$ cat src/rtl/fpu.sv
// fpu: binary32 adder/subtractor, single registered output stage.
// Ports: i_clk, i_rst_n (async, active-low), i_valid, i_32_a, i_32_b,
//   i_add_sub (0: a+b, 1: a-b) -> o_valid, o_32_s, o_ov_flag, o_un_flag.
// Define FPU_DENORM_EN for gradual underflow; otherwise flush-to-zero.
module fpu (
    input  logic        i_clk,
    input  logic        i_rst_n,
    input  logic        i_valid,
    input  logic [31:0] i_32_a,
    input  logic [31:0] i_32_b,
    input  logic        i_add_sub,
    output logic        o_valid,
    output logic [31:0] o_32_s,
    output logic        o_ov_flag,
    output logic        o_un_flag
);

    // Leading zeros of a 27-bit value; 27 when the value is zero.
    function automatic logic [4:0] lzc27(input logic [26:0] v);
        logic [4:0] n;
        n = 5'd27;
        for (int i = 0; i < 27; i++) begin
            if (v[i]) n = 5'(26 - i);
        end
        return n;
    endfunction

    logic        sa;
    logic        sb;
    logic [7:0]  ea_f;
    logic [7:0]  eb_f;
    logic [22:0] fa;
    logic [22:0] fb;
    logic        a_nan;
    logic        b_nan;
    logic        a_inf;
    logic        b_inf;
    logic [22:0] fa_u;
    logic [22:0] fb_u;
    logic [23:0] ma;
    logic [23:0] mb;
    logic [7:0]  ea;
    logic [7:0]  eb;
    logic        a_big;
    logic        sx;
    logic [7:0]  ex;
    logic [7:0]  ey;
    logic [23:0] mx;
    logic [23:0] my;
    logic [7:0]  d;
    logic [49:0] ysh;
    logic [26:0] x_al;
    logic [26:0] y_al;
    logic        eff_sub;
    logic [27:0] sum;
    logic [4:0]  lz;
    logic [7:0]  lim;
    logic [7:0]  sh;
    logic [26:0] nrm;
    logic [9:0]  ne;
    logic [23:0] mant;
    logic        up;
    logic [24:0] mr;
    logic [9:0]  fe;
    logic [22:0] frac;
    logic [31:0] res;

    assign sa   = i_32_a[31];
    assign sb   = i_32_b[31] ^ i_add_sub;
    assign ea_f = i_32_a[30:23];
    assign eb_f = i_32_b[30:23];
    assign fa   = i_32_a[22:0];
    assign fb   = i_32_b[22:0];

    assign a_nan = (&ea_f) & (|fa);
    assign b_nan = (&eb_f) & (|fb);
    assign a_inf = (&ea_f) & ~(|fa);
    assign b_inf = (&eb_f) & ~(|fb);

`ifdef FPU_DENORM_EN
    assign fa_u = fa;
    assign fb_u = fb;
`else
    // Subnormal operands collapse to signed zero.
    assign fa_u = (ea_f == 8'd0) ? 23'd0 : fa;
    assign fb_u = (eb_f == 8'd0) ? 23'd0 : fb;
`endif

    // Subnormals use effective exponent 1 with hidden bit 0.
    assign ma = {|ea_f, fa_u};
    assign mb = {|eb_f, fb_u};
    assign ea = (ea_f == 8'd0) ? 8'd1 : ea_f;
    assign eb = (eb_f == 8'd0) ? 8'd1 : eb_f;

    assign a_big = {ea, ma} >= {eb, mb};
    assign sx    = a_big ? sa : sb;
    assign ex    = a_big ? ea : eb;
    assign ey    = a_big ? eb : ea;
    assign mx    = a_big ? ma : mb;
    assign my    = a_big ? mb : ma;
    assign d     = ex - ey;

    // Align: 24-bit significand, guard, round, sticky.
    assign ysh  = {my, 26'd0} >> d;
    assign y_al = (d >= 8'd26) ? {26'd0, |my}
                               : {ysh[49:24], |ysh[23:0]};
    assign x_al = {mx, 3'b000};

    assign eff_sub = sa ^ sb;
    assign sum = eff_sub ? ({1'b0, x_al} - {1'b0, y_al})
                         : ({1'b0, x_al} + {1'b0, y_al});

    // Left shift is capped so the exponent never drops below 1.
    assign lz  = lzc27(sum[26:0]);
    assign lim = ex - 8'd1;
    assign sh  = ({3'b000, lz} > lim) ? lim : {3'b000, lz};

    always_comb begin
        nrm = '0;
        ne  = '0;
        if (sum[27]) begin
            nrm = {sum[27:2], |sum[1:0]};
            ne  = {2'b00, ex} + 10'd1;
        end else begin
            nrm = sum[26:0] << sh;
            ne  = {2'b00, ex} - {2'b00, sh};
        end
    end

    // Round to nearest, ties to even.
    assign mant = nrm[26:3];
    assign up   = nrm[2] & ((|nrm[1:0]) | nrm[3]);
    assign mr   = {1'b0, mant} + 25'(up);

    always_comb begin
        fe   = '0;
        frac = '0;
        if (mr[24]) begin
            fe   = ne + 10'd1;
            frac = mr[23:1];
        end else begin
            // A subnormal that rounds up into bit 23 becomes exp 1.
            fe   = mr[23] ? ne : 10'd0;
            frac = mr[22:0];
        end
    end

    always_comb begin
        res = '0;
        if (a_nan) begin
            res = {i_32_a[31], 8'hFF, 1'b1, fa[21:0]};
        end else if (b_nan) begin
            res = {i_32_b[31], 8'hFF, 1'b1, fb[21:0]};
        end else if (a_inf & b_inf & eff_sub) begin
            res = 32'hFFC0_0000;
        end else if (a_inf) begin
            res = {sa, 8'hFF, 23'd0};
        end else if (b_inf) begin
            res = {sb, 8'hFF, 23'd0};
        end else if (sum == 28'd0) begin
            // Exact zero is -0 only when both addends are negative.
            res = {sa & sb, 31'd0};
        end else if (fe >= 10'd255) begin
            res = {sx, 8'hFF, 23'd0};
`ifndef FPU_DENORM_EN
        end else if (fe == 10'd0) begin
            res = {sx, 31'd0};
`endif
        end else begin
            res = {sx, fe[7:0], frac};
        end
    end

    always_ff @(posedge i_clk or negedge i_rst_n) begin
        if (!i_rst_n) begin
            o_valid   <= 1'b0;
            o_32_s    <= 32'd0;
            o_ov_flag <= 1'b0;
            o_un_flag <= 1'b0;
        end else begin
            o_valid <= i_valid;
            if (i_valid) begin
                o_32_s    <= res;
                o_ov_flag <= &res[30:23];
                o_un_flag <= ~(|res[30:23]);
            end
        end
    end

endmodule

$ cat config.mk
export PLATFORM = sky130hd
export DESIGN_NAME = fpu
export DESIGN_NICKNAME = d
export VERILOG_FILES = /design/src/rtl/fpu.sv
export SDC_FILE = /design/constraint.sdc
export NUM_CORES = 1
export LEC_CHECK = 0
export BUFFER_PORTS_ARGS = -buffer_cell sky130_fd_sc_hd__buf_2
export CAP_MARGIN = 20
export CELL_PAD_IN_SITES_DETAIL_PLACEMENT = 0
export CELL_PAD_IN_SITES_GLOBAL_PLACEMENT = 1
export CORE_ASPECT_RATIO = 0.7
export CORE_MARGIN = 3
export CORE_UTILIZATION = 40
export CTS_CLUSTER_SIZE = 25
export DETAILED_ROUTE_END_ITERATION = 8
export GPL_TIMING_DRIVEN = 0
export PLACE_DENSITY_LB_ADDON = 0.1
export SYNTH_ARGS = -nofsm -noshare
export SYNTH_HDL_FRONTEND = slang
export SYNTH_SLANG_ARGS = --single-unit
$ cat constraint.sdc
create_clock -name i_clk -period 1 [get_ports i_clk]
set_input_delay 0.2 -clock i_clk [delete_from_list [all_inputs] [get_ports i_clk]]
set_output_delay 0.2 -clock i_clk [all_outputs]
set_load 0.01 [all_outputs]
; Yosys cells after proc, flatten, opt, wreduce, memory -nomap -nowiden
; Index checks and enable logic that the tools add are counted.
[totals]
register_bits = 35
output_inout_bits = 35
input_bits = 68
word_cells = 100
[classes]
add_sub_neg = 8
n_mux = 52
n_bitwise = 14
order_cmp = 4
shift = 2
reduce_logical = 16
[ops]
columns = op, count
row1 = 2-to-1 mux 32 bit, 6
row2 = 2-to-1 mux 5 bit, 25
row3 = 2-to-1 mux 23 bit, 3
row4 = 2-to-1 mux 31 bit, 2
row5 = 2-to-1 mux 27 bit, 2
row6 = right shift 50 x 8 -> 50 bit, 1
row7 = 2-to-1 mux 24 bit, 2
row8 = OR reduction 24 bit, 2
row9 = OR reduction 23 bit, 2
row10 = 2-to-1 mux 8 bit, 5
row11 = >= comparator 32 bit, 1
row12 = 2-to-1 mux 10 bit, 3
row13 = adder 27 x 27 -> 28 bit, 1
row14 = logical NOT 28 bit, 1
row15 = 2-to-1 mux 28 bit, 1
row16 = subtractor 27 x 27 -> 28 bit, 1
row17 = left shift 27 x 8 -> 27 bit, 1
row18 = adder 24 x 1 -> 25 bit, 1
row19 = AND reduction 8 bit, 3
row20 = OR reduction 8 bit, 3
row21 = logical NOT 8 bit, 2
row22 = "adder 10 x 1 -> 10 bit, second input constant", 1
row23 = ">= comparator 10 x 8 -> 1 bit, second input constant", 1
row24 = logical NOT 10 bit, 1
row25 = 13 further kinds, 25

; Logic depth before layout (Yosys ltp)
[depth]
ltp_word = 58
depth_mapped = 95
depth_no_buf = 79

; Least setup slack after synthesis
; Ideal clock, no wire load.
[synth_path]
kind = input-to-reg
from = input i_32_b[23]
to = register o_32_s[19]
n_path_buf = 17
setup_slack_ps = -14622
t_required_ps = 920
path_stages = 81
setup_time_ps = 80
t_arrival_ps = 15542
cell_sequence = nor4_1 -> nand2_1 -> inv_1 -> clkbuf_1 -> clkbuf_1 -> nor2_1 -> ha_1 -> nand4_1 -> nor4_2 -> o211ai_1 -> a21o_2 -> nand2_1 -> buf_2 -> buf_4 -> clkbuf_1 -> clkbuf_1 -> clkbuf_1 -> clkbuf_1 -> (+45 left out) -> ha_1 -> a21o_1 -> a21oi_1 -> o21bai_1 -> a21oi_1 -> nand2_1 -> a21oi_1 -> xnor2_1 -> a21oi_1 -> inv_1 -> nand2_1 -> nor4_1 -> mux2_2 -> a211oi_1 -> a311oi_2 -> buf_6 -> or4b_1 -> o22ai_2
[synth_between]
elab_chain_len = 56
elab_cells_between_ends = 78
classes_between = add/sub: 8 / order compare: 4 / shift: 2 / mux: 49 / bitwise: 6 / reduce/logical: 9
[synth_rtl]
columns = item, line
row1 = from (decl), 10  ; input logic [31:0] i_32_b,
row2 = "parallel branches: the longest is 54 deep, another holds >= comparator 32 bit", -
row3 = 2-to-1 mux 32 bit (*), 152  ; end else if (b_nan) begin
row4 = 2-to-1 mux 32 bit (*), 150  ; if (a_nan) begin
row5 = to (signal assigned), 183  ; o_32_s <= res;
row6 = to (decl), 13  ; output logic [31:0] o_32_s,
; Mark *: on every way between the ends.
; A chain may end at the register's enable or synchronous reset.

; Final worst setup path
[layout_path]
from = input i_32_a[29]
to = register o_32_s[2]
[layout_between]
elab_chain_len = 56
elab_cells_between_ends = 78
classes_between = add/sub: 8 / order compare: 4 / shift: 2 / mux: 49 / bitwise: 6 / reduce/logical: 9
[layout_rtl]
columns = item, line
row1 = from (decl), 9  ; input logic [31:0] i_32_a,
row2 = "parallel branches: the longest is 55 deep, another holds >= comparator 32 bit", -
row3 = 2-to-1 mux 32 bit (*), 150
; Marks and branches as above.

==> run_results.csv <==
group,metric,value,unit
worst_setup_path,cp_data_arrival_time,15.24,ns
routing,route.antenna.remaining_nets,0,
sta,fin_tns_setup,-470.63,ns
sta,setup_slack,-14.02,ns
placement,buffer_ports.inserted,101,
finish,final-seq-area,877,um2
power_and_ir_drop,swShare,58.3,%
sta,drv_slew,0,
worst_setup_path,start_kind,"input port",
sta,finalClockSkew,0,ns
power_and_ir_drop,cellPowerDensity,2490,nW/um2
placement,dpl_cell_area,16600,um2
synthesis,synth-async-reset-ratio,100,%
sta,finalHoldViolCount,0,
floorplan,io_pins,103,
synthesis,ys_types,125,
worst_setup_path,worst-r2r-setup-slack,-0.47,ns
power_and_ir_drop,p_int,21200,uW
worst_setup_path,worst_path_max_delay_cell,"sky130_fd_sc_hd__or4b_4",
routing,wire_per_inst,28.4,um
clocking,cts_buffers,5,
clocking,cts_root_buf,"sky130_fd_sc_hd__clkbuf_16",
finish,multiInputGateArea,15000,um2
synthesis,seq_area_frac_synth,5.88,%
worst_setup_path,launch_instance_of_the_worst_register_to_register_path,"o_32_s[3]$_DFFE_PN0P_",
worst_setup_path,worst_r2r_endpoint,"o_32_s[3]$_DFFE_PN0P_",
synthesis,postSynthAreaPerCell,6.73,um2
global_route,grt_start_max_net_pins,36,
power_and_ir_drop,p_switching,29700,uW
sta,fin_crit,15.02,ns
worst_setup_path,critical_path_peak_fanout,10,
routing,postRouteWirelength,85.4,mm
power_and_ir_drop,sequential_share_of_power,5.5,%
clocking,clkLatencyLatePin,0.29,ns
synthesis,synth_flop_cell,"sky130_fd_sc_hd__dfrtp_1",
run,maxCapViolCount,0,
synthesis,yosys_warnings,0,
finish,antenna_cells,0,
finish,nNetsFinal,2697,
clocking,cts-hold-fix-buffers,0,
finish,stdcell_area,20400,um2
clocking,clock-sinks,35,
global_route,final_global_route_overflow_total,0,
worst_setup_path,critical-path-max-stage-delay,0.65,ns
global_route,grt_pass1_wl,122,mm
sta,setup_repair_after_global_routing_missed_its_margin,"true",
placement,dpl.hpwl,64.9,mm
power_and_ir_drop,vdd_ir_drop_max,0.00206,V
routing,routed_via_count_divided_by_cell_count,6.99,
hold_path,worst_hold_path_type,"in -> async",
floorplan,rows,58,
routing,drt_first_pass_iters,6,
finish,area_growth,37.4,%
finish,commonest_non_fill_non_tap_cells_in_the_layout,"sky130_fd_sc_hd__nor2_1 (216), sky130_fd_sc_hd__nand2_1 (212), sky130_fd_sc_hd__buf_4 (211), sky130_fd_sc_hd__a21oi_1 (154), sky130_fd_sc_hd__o21ai_0 (142)",
power_and_ir_drop,static-leakage-power,0.00852,uW
sta,ratio_of_final_minimum_period_to_clock_period,1500,%
worst_setup_path,worst-setup-path-type,"in -> reg",
synthesis,syn_inst,2212,
outcome,outcome,"finished, violations left",
sta,clock.fmax,0.0666,GHz
floorplan,chipHeight,167,um
clocking,clock_tree_from_tritoncts,"done",
worst_setup_path,timing.critical_path.required,1.22,ns
clocking,clk_transition_reported_paths,0.07,ns
power_and_ir_drop,clock_power_share,3.3,%
power_and_ir_drop,share_comb_of_total_power,91.3,%
floorplan,die_w,237,um
clocking,cts_h_tree_depth,2,
routing,num_vias,21000,
finish,fill_cells,3509,
sta,worst_pin_slew,1.25,ns
placement,gpl_congestion,1.08,
synthesis,yosys_register_bits,35,
finish,mostFrequentLayoutCell,"sky130_fd_sc_hd__nor2_1",
synthesis,synth_edf_count,0,
global_route,via_count_of_the_first_global_routing_pass,19000,
outcome,failing_checks,"negative setup slack",
floorplan,start_util,41.0,%
sta,worst_slew_margin_rel,15.7,%
floorplan,floorplan.die_area,39600,um2
clocking,cts_buffer_depth,2,
sta,report.final.setup_viol,68,
worst_setup_path,reg2reg_depth,4,
global_route,gr-usage-all-layers,39.9,%
worst_setup_path,setup.worst_path.end_class,"flip-flop",
global_route,antenna_violations_before_repair,0,
floorplan,core_area,36300,um2
finish,ratio_of_cells_with_drive_above_1_in_the_final_layout,31.9,%
routing,drt-initial-drc-count,3444,
routing,drc,0,
synthesis,mappedNetlistArea,14900,um2
-- routing by layer --
layer | global-route usage, % | wire [um] | share of wire, %
met1 | 58.4 | 37100 | 43
met2 | 54.2 | 32300 | 38
met3 | 15.8 | 12900 | 15
met4 | 8.96 | 3020 | 3.5
met5 | 0 | 0 | 0
-- worst max-delay path by stage --
| stage | startpoint | end | slack [ns] | cells after the start |
|---|---|---|---|---|
| 2_1_floorplan | i_32_a[28] | o_32_s[21]$_DFFE_PN0P_ | -12.55 | 81 |
| 3_3_place_gp | i_32_b[27] | o_32_s[22]$_DFFE_PN0P_ | -16.85 | 72 |
| 3_5_place_dp | i_32_b[27] | o_32_s[21]$_DFFE_PN0P_ | -16.81 | 72 |
| 4_1_cts | i_32_a[28] | o_32_s[21]$_DFFE_PN0P_ | -13.43 | 74 |
| 5_1_grt | i_32_a[29] | o_32_s[24]$_DFFE_PN0P_ | -14.34 | 86 |
| 6_report | i_32_a[29] | o_32_s[2]$_DFFE_PN0P_ | -14.02 | 74 |
-- what timing repair did --
| item | CTS | global route |
|---|---|---|
| pin swaps | 129 | 104 |
| gates resized for setup | 306 | 145 |
| gates cloned | 2 | 2 |
| setup endpoints to repair | 67 | 68 |
| hold endpoints to repair | 0 | 0 |
| setup buffers | 154 | 54 |
-- metrics by stage --
step | total power [uW] | setup WS (ns) | instances | hold WS [ns] | util, %
final | 50900 | -14.02 | 3008 | 0.0331 | 56.4
after global routing | 52300 | -14.34 | 3008 | 0.0452 | 56.4
after CTS | 45100 | -13.43 | 2951 | 0.0391 | 53.3
after detailed placement | 36300 | -16.81 | 2797 | 0.337 | 45.6
after global placement | 36300 | -16.85 | 2794 | 0.336 | 45.6
after floorplan | 24900 | -12.55 | 2213 | -0.0956 | -
-- power groups by stage --
stage	Sequential (uW)	Clock, uW	Combinational, uW
floorplan	2760	0	22100
global placement	2690	0	33600
detailed placement	2690	0	33600
CTS	2690	1630	40800
global route	2760	1710	47800
finish	2780	1660	46500
-- cell type report --
class / count / area share (%)
buffer: 138 / 5.48
tap: 480 / 2.94
timing repair buffer: 320 / 11.5
sequential: 35 / 4.29
clock buffer: 5 / 0.612
clock inverter: 3 / 0.0979
multi-input combinational: 1931 / 73.2
inverter: 96 / 1.85
-- flip-flops by register name, summed over array words and instances, names as in the netlist --
register and flops:
o_32_s 32, o_un_flag 1, o_valid 1, o_ov_flag 1
-- synthesized netlist by cell type, drive strengths merged (17+ instances only) --
| master | number | area share (%) |
|---|---|---|
| mux2i | 99 | 6.7 |
| clkbuf | 85 | 2.1 |
| o311ai | 21 | 1.4 |
| and2 | 43 | 1.8 |
| ha | 100 | 8.4 |
| nor2b | 19 | 0.80 |
| dfrtp | 35 | 5.9 |
| a211oi | 41 | 2.1 |
| o31ai | 29 | 1.6 |
| xnor2 | 52 | 3.1 |
| a21o | 31 | 1.6 |
| nand3 | 73 | 2.5 |
| o211ai | 29 | 1.6 |
| inv | 94 | 2.4 |
| nand2 | 235 | 6.0 |
| a31oi | 32 | 1.4 |
| a21oi | 184 | 6.3 |
| mux2 | 17 | 1.3 |
| nor2 | 239 | 6.1 |
| and3 | 27 | 1.1 |
| nor4 | 42 | 2.0 |
| nor3 | 62 | 2.2 |
| xor2 | 17 | 1.1 |
| nand4 | 27 | 1.3 |
| o21ai | 171 | 5.8 |
| a211o | 17 | 1.0 |
| or3 | 21 | 0.95 |
| o22ai | 43 | 2.5 |
| buf | 64 | 3.1 |
-- kinds of logic (layout without fill, tap and decap cells) --
kind of cell,after synthesis,after routing,synth area share (%)
flops,35,35,5.88
fa+ha+maj,102,102,8.68
xor+xnor,69,69,4.11
simple gates,872,872,29.3
buf+inv,247,562,7.82
other cells,1,2,0.0252
mux,119,119,8.45
compound gates,767,767,35.8
-- worst max-delay path: cells and delay by family --
family / cells / cell delay [ns]
adders and majority gates: 4 / 0.97
and+or+nand+nor: 20 / 4.47
muxes: 3 / 0.88
buffers and inverters: 17 / 2.63
AOI/OAI and AO/OA: 29 / 5.75
xor gates and xnor gates: 1 / 0.23
(Power assumes the default switching activity.)
